**src/rtl/xmm_write_back_unit.sv**
```systemverilog
// rtl/xmm_write_back_unit.sv - XMM write-back: source conversion to 64-bit Q format, stage-1 register, write queue
// Optional feature macro: XMM_WB_SAT_EN (saturate fp32 overflow, report it on xmm_write_sat).
module xmm_write_back_unit #(
   parameter int FRAC_BITS = 15,
   parameter int DEPTH     = 4,
   parameter int ADDR_W    = 3
) (
   input  logic              clk,
   input  logic              reset_n,
   input  logic              in_valid,
   output logic              in_ready,
   input  logic [2:0]        src,
   input  logic [ADDR_W-1:0] rd,
   input  logic [31:0]       alu_res,
   input  logic [31:0]       mem_read_data,
   input  logic [63:0]       fpu_res,
   output logic              xmm_write_en,
   input  logic              xmm_write_ready,
   output logic [ADDR_W-1:0] xmm_write_addr,
   output logic [63:0]       xmm_write_data,
   output logic              xmm_write_sat,
   output logic              pending
);

   localparam int PTR_W = $clog2(DEPTH);
   localparam int CNT_W = PTR_W + 1;
   localparam logic signed [9:0] FB_S = 10'(FRAC_BITS);

   logic [31:0]       w_fp;
   logic [7:0]        w_fp_exp;
   logic [63:0]       w_fp_man;
   logic signed [9:0] w_sh;
   logic signed [9:0] w_rsh;
   logic [63:0]       w_mag;
   logic [63:0]       w_fp_data;
   logic [63:0]       w_conv_data;
   logic [CNT_W-1:0]  w_occ;
   logic              w_accept;
   logic              w_push;
   logic              w_pop;
   logic              w_write_en;

   logic              r_s1_valid;
   logic [ADDR_W-1:0] r_s1_addr;
   logic [63:0]       r_s1_data;
   logic [ADDR_W-1:0] r_q_addr [DEPTH];
   logic [63:0]       r_q_data [DEPTH];
   logic [PTR_W-1:0]  r_wptr;
   logic [PTR_W-1:0]  r_rptr;
   logic [CNT_W-1:0]  r_count;

`ifdef XMM_WB_SAT_EN
   logic w_fp_sat;
   logic w_conv_sat;
   logic r_s1_sat;
   logic r_q_sat [DEPTH];
`endif

   // fp32 -> Q: the mantissa is shifted by (exp - 150 + FRAC_BITS); negative shifts truncate toward zero
   always_comb begin
      w_fp      = src[2] ? mem_read_data : alu_res;
      w_fp_exp  = w_fp[30:23];
      w_fp_man  = {40'd0, 1'b1, w_fp[22:0]};
      w_sh      = $signed({2'b00, w_fp_exp}) + FB_S - 10'sd150;
      w_rsh     = -w_sh;
      w_mag     = '0;
      if (w_sh >= 10'sd0) begin
         if (w_sh < 10'sd64) w_mag = w_fp_man << w_sh[5:0];
      end else if (w_rsh < 10'sd24) begin
         w_mag = w_fp_man >> w_rsh[4:0];
      end
      w_fp_data = w_fp[31] ? (64'd0 - w_mag) : w_mag;
`ifdef XMM_WB_SAT_EN
      w_fp_sat = 1'b0;
      if (w_fp_exp == 8'hFF && w_fp[22:0] != 23'd0) begin
         w_fp_data = '0;
         w_fp_sat  = 1'b1;
      end else if (w_sh >= 10'sd40) begin
         // shift of 40 puts the hidden bit at 2^63; infinity also lands here
         w_fp_data = w_fp[31] ? {1'b1, 63'd0} : {1'b0, {63{1'b1}}};
         w_fp_sat  = 1'b1;
      end
`else
      if (w_fp_exp == 8'hFF) w_fp_data = '0;
`endif
      if (w_fp_exp == 8'd0) w_fp_data = '0;
   end

   always_comb begin
      w_conv_data = '0;
      case (src[2:1])
         2'b00:   w_conv_data = (src[0] ? {{32{alu_res[31]}}, alu_res} : {32'd0, alu_res}) << FRAC_BITS;
         2'b11:   w_conv_data = fpu_res;
         default: w_conv_data = w_fp_data;
      endcase
   end

`ifdef XMM_WB_SAT_EN
   assign w_conv_sat = (src[2:1] == 2'b01 || src[2:1] == 2'b10) && w_fp_sat;
`endif

   // stage-1 plus queue occupancy bounds the number of accepted requests, so pushes never find the queue full
   assign w_occ      = r_count + CNT_W'(r_s1_valid);
   assign in_ready   = reset_n & (w_occ < CNT_W'(DEPTH));
   assign w_accept   = in_valid & in_ready;
   assign w_push     = r_s1_valid;
   assign w_write_en = (r_count != '0);
   assign w_pop      = w_write_en & xmm_write_ready;

   always_ff @(posedge clk) begin
      if (!reset_n) begin
         r_s1_valid <= 1'b0;
         r_count    <= '0;
         r_wptr     <= '0;
         r_rptr     <= '0;
      end else begin
         r_s1_valid <= w_accept;
         if (w_push) r_wptr <= r_wptr + PTR_W'(1);
         if (w_pop)  r_rptr <= r_rptr + PTR_W'(1);
         r_count <= r_count + CNT_W'(w_push) - CNT_W'(w_pop);
      end
   end

   always_ff @(posedge clk) begin
      if (w_accept) begin
         r_s1_addr <= rd;
         r_s1_data <= w_conv_data;
      end
      if (w_push) begin
         r_q_addr[r_wptr] <= r_s1_addr;
         r_q_data[r_wptr] <= r_s1_data;
      end
   end

`ifdef XMM_WB_SAT_EN
   always_ff @(posedge clk) begin
      if (w_accept) r_s1_sat <= w_conv_sat;
      if (w_push)   r_q_sat[r_wptr] <= r_s1_sat;
   end
   assign xmm_write_sat = w_write_en & r_q_sat[r_rptr];
`else
   assign xmm_write_sat = 1'b0;
`endif

   // payload is forced to zero when no write is offered, so stale queue contents never show
   assign xmm_write_en   = w_write_en;
   assign xmm_write_addr = w_write_en ? r_q_addr[r_rptr] : '0;
   assign xmm_write_data = w_write_en ? r_q_data[r_rptr] : '0;
   assign pending        = r_s1_valid | w_write_en;

endmodule
```
**config.mk**
```make
export PLATFORM = sky130hd
export DESIGN_NAME = xmm_write_back_unit
export DESIGN_NICKNAME = d
export VERILOG_FILES = /design/src/rtl/xmm_write_back_unit.sv
export SDC_FILE = /design/constraint.sdc
export NUM_CORES = 1
export LEC_CHECK = 0
export CAP_MARGIN = 40
export CORE_AREA = 2 2 202 204
export DETAILED_ROUTE_END_ITERATION = 6
export DIE_AREA = 0 0 204 206
export GPL_ROUTABILITY_DRIVEN = 0
export PLACE_DENSITY = 0.74
export SLEW_MARGIN = 25
export SYNTH_ARGS = -nofsm -noshare
export SYNTH_HDL_FRONTEND = slang
export SYNTH_SLANG_ARGS = --single-unit
export TNS_END_PERCENT = 30
```
**constraint.sdc**
```tcl
create_clock -name clk -period 12.9 [get_ports clk]
set_input_delay 1.935 -clock clk [delete_from_list [all_inputs] [get_ports clk]]
set_output_delay 1.935 -clock clk [all_outputs]
set_load 0.1 [all_outputs]
```
==> results_dict.tcl <==
set metrics [dict create \
    timing_hold_violations_final 0 \
    postSynthRegisterBits 345 \
    netlist_area_sq_mm 0.0208 \
    maximum_number_of_pins_on_one_net_before_global_route_repair 67 \
    final.period_utilization_pct 63.1 \
    worst_hold_slack_after_final_layout_ns 0.498 \
    placed_wire_length_estimate_um 48600 \
    worst-slew-pin-transition_ns 0.893 \
    clkSlewWorstSetupHoldPaths_ns 0.06 \
    detailroute.via_count 17400 \
    mostFrequentLayoutCell "sky130_fd_sc_hd__edfxtp_1" \
    drv_slew 0 \
    cp-start-kind "input pin" \
    synth_area_per_cell_sq_um 11.5 \
    postSynth.asyncResetShare_pct 0 \
    fin_worst_skew_ns 0.0139 \
    synth_compound_area_share_pct 15.4 \
    placementRows 74 \
    tritoncts "yes" \
    die_h_um 206 \
    synth-main-ff-cell "sky130_fd_sc_hd__edfxtp_1" \
    cts_hold_buf 0 \
    numCtsBuffers 34 \
    area_growth_from_synthesis_to_layout_pct 22.9 \
    max_clock_freq_ghz 0.123 \
    failing_checks "DRC" \
    slew_limit_headroom_pct 40.5 \
    yosysWarningCount 0 \
    floorplan.die_area_sq_mm 0.0420 \
    synth_cells 1815 \
    crit_arrival_ns 8.40 \
    boundary_pins 209 \
    gr-usage-all-layers_pct 31.6 \
    horizontal_die_dimension_um 204 \
    portBuffers 207 \
    nets_in_the_synthesized_netlist 1968 \
    initial_core_util_pct 51.8 \
    avgViaCountPerCell 6.71 \
    setup.worst_path.class "input pin to flop" \
    min_period_ns 8.14 \
    drc 16 \
    grt_setup_unrepaired "false" \
    count_of_flip_flops_with_a_built_in_enable_after_synthesis 335 \
    number_of_antenna_violating_nets_in_the_routed_design 0 \
    worst_ep_required_time_ns 13.16 \
    timing.critical_path.to_type "flop" \
    synth_seq_area_share_pct 49.3 \
    wl_per_cell_um 25.8 \
    core_area_sq_mm 0.0402 \
    clk_latency_ns 0.51 \
    mostFrequentLayoutCells "sky130_fd_sc_hd__edfxtp_1 (335), sky130_fd_sc_hd__clkdlybuf4s50_1 (205), sky130_fd_sc_hd__nand2_1 (129)" \
    final_nets 2187 \
    first_iter_violations 2952 \
    max-cap-violations 0 \
    routed_wl_um 67000 \
    synth.area.mux_share_pct 11.6 \
    hold_path_depth 0 \
    grt-ovfl-total 0 \
    first_global_vias 16500 \
    post-cts-setup-buffer-count 0 \
    grt_pass1_wl_um 100000 \
    leakage_nw 8.64 \
    synth_top_family_by_area "simple AND/OR/NAND/NOR gates" \
    final_layout_size_suffix_gt1_share_pct 16.0 \
    number_of_fill_cells 2992 \
    htree_num_levels 2 \
    setup_total_negative_slack_ns 0 \
    cts_resized 0 \
    hold_path_class "flop to flop" \
    drt-pass1-iter-count 7 \
    path_max_fanout 33 \
    clock-sinks 345 \
    synth_cell_types 120 \
    synth_adder_area_share_pct 0.902 \
    worst_ir_drop_vdd_mv 0.116 \
    outcome "finished, violations left" \
    r2r.worst_path.cells 6 \
    antenna_found_initial 1 \
    yosys.area_share.simple_pct 15.6 \
    ctsLongestPathBuffers 3 \
    finalSetupViolations 0 \
    post_synth_xor_area_fraction_pct 3.43 \
    clock-root-buffer "sky130_fd_sc_hd__clkbuf_16" \
    power-per-cell-area_mw_per_mm2 194 \
]
cell type report:
type                    count  area [sq um]  share of cell area, %
flip-flops and latches    345         10300                   40.2
multi-input cells        1304          9780                   38.3
repair buffers            316          3630                   14.2
clock buffers              44           910                   3.56
well taps                 532           666                   2.60
clock inverters            16           179                  0.700
inverters                  33           124                  0.485
diodes                      2          5.00                 0.0196
layer usage:
metal	global-route usage (%)	vias up	routed length [um]
met3	6.99	272	7660
li1	-	7545	-
met2	51.0	1273	30900
met4	14.6	0	3710
met1	40.9	8308	24700
met5	0	-	0
sequential cells by signal, indices dropped and copies added (netlist names), named ones only:
register	count
r_s1_data	64
r_q_addr	12
r_s1_addr	3
r_rptr	2
r_s1_valid	1
r_count	3
r_q_data	256
r_wptr	2
Yosys cell counts (all sizes together) (7+ instances only):
library cell  number  area [sq um]
nor3              57           300
xnor2             44           434
buf               66           412
nor2             115           458
and2              94           589
a211oi            15           130
edfxtp           335         10100
a21oi             89           460
nor4              13           130
mux2              10           116
a22oi             37           278
o21ai            114           589
dfxtp             10           200
o22ai             18           113
or3                7          43.8
nand4             19           131
or2                8          50.1
o211ai            18           159
mux2i             36           422
ha                15           188
a32oi             23           201
inv               33           124
nor2b             15          93.8
a31oi             54           338
nand3            119           601
xor2              29           280
a221oi            10           113
clkbuf            67           255
mux4              83          1870
nand2            134           515
final timing paths:
| path | to | slack [ns] | from |
|---|---|---|---|
| max | r_s1_data[40] | 4.76 | alu_res[24] |
| min reg2reg | r_q_data[3][10] | 0.50 | r_s1_data[10] |
| min | r_q_data[3][10] | 0.50 | r_s1_data[10] |
| max reg2reg | r_s1_data[54] | 10.48 | r_s1_valid |
cells by family after synthesis:
| kind of cell | count (synthesis) |
|---|---|
| AO/OA/AOI/OAI | 466 |
| XOR/XNOR | 73 |
| adder cells (fa/ha/maj) | 15 |
| buffers and inverters | 166 |
| flip-flops | 345 |
| multiplexers | 129 |
| other | 1 |
| AND/OR/NAND/NOR | 620 |
stage by stage:
| stage | std cells | setup slack (ns) | instance area (sq um) | util (%) | total power (W) |
|---|---|---|---|---|---|
| floorplan | 1815 | 6.11 | 20800 | - | 0.00303 |
| global placement | 2444 | 4.65 | 23100 | 57.4 | 0.00354 |
| detailed placement | 2525 | 4.46 | 24400 | 60.7 | 0.00396 |
| CTS | 2585 | 4.97 | 25500 | 63.5 | 0.00494 |
| global route | 2591 | 4.50 | 25600 | 63.6 | 0.00511 |
| finish | 2592 | 4.76 | 25600 | 63.6 | 0.00495 |
critical path: stages:
cell and delay (ns):
sky130_fd_sc_hd__clkdlybuf4s50_1 0.58, sky130_fd_sc_hd__mux2i_2 0.10, sky130_fd_sc_hd__buf_4 0.25, sky130_fd_sc_hd__inv_2 0.46, sky130_fd_sc_hd__ha_1 0.71, sky130_fd_sc_hd__a21oi_1 0.19
sky130_fd_sc_hd__mux2i_1 0.34, sky130_fd_sc_hd__or2_1 0.71, sky130_fd_sc_hd__nor3_1 0.14, sky130_fd_sc_hd__or3_1 0.43, sky130_fd_sc_hd__a211oi_4 0.68, sky130_fd_sc_hd__nand2_2 0.26
sky130_fd_sc_hd__o21ai_1 0.35, sky130_fd_sc_hd__nor4_1 0.16, sky130_fd_sc_hd__and2_1 0.40, sky130_fd_sc_hd__a31oi_1 0.27, sky130_fd_sc_hd__o21ai_0 0.11, sky130_fd_sc_hd__a221o_1 0.29
where the power goes:
group          total, W  switching [W]  leakage (nW)  internal [W]
Sequential      0.00139      0.0000523          3.16       0.00134
Combinational   0.00258        0.00164          4.94      0.000943
Clock          0.000975       0.000397         0.530      0.000578
(Power assumes the default switching activity.)
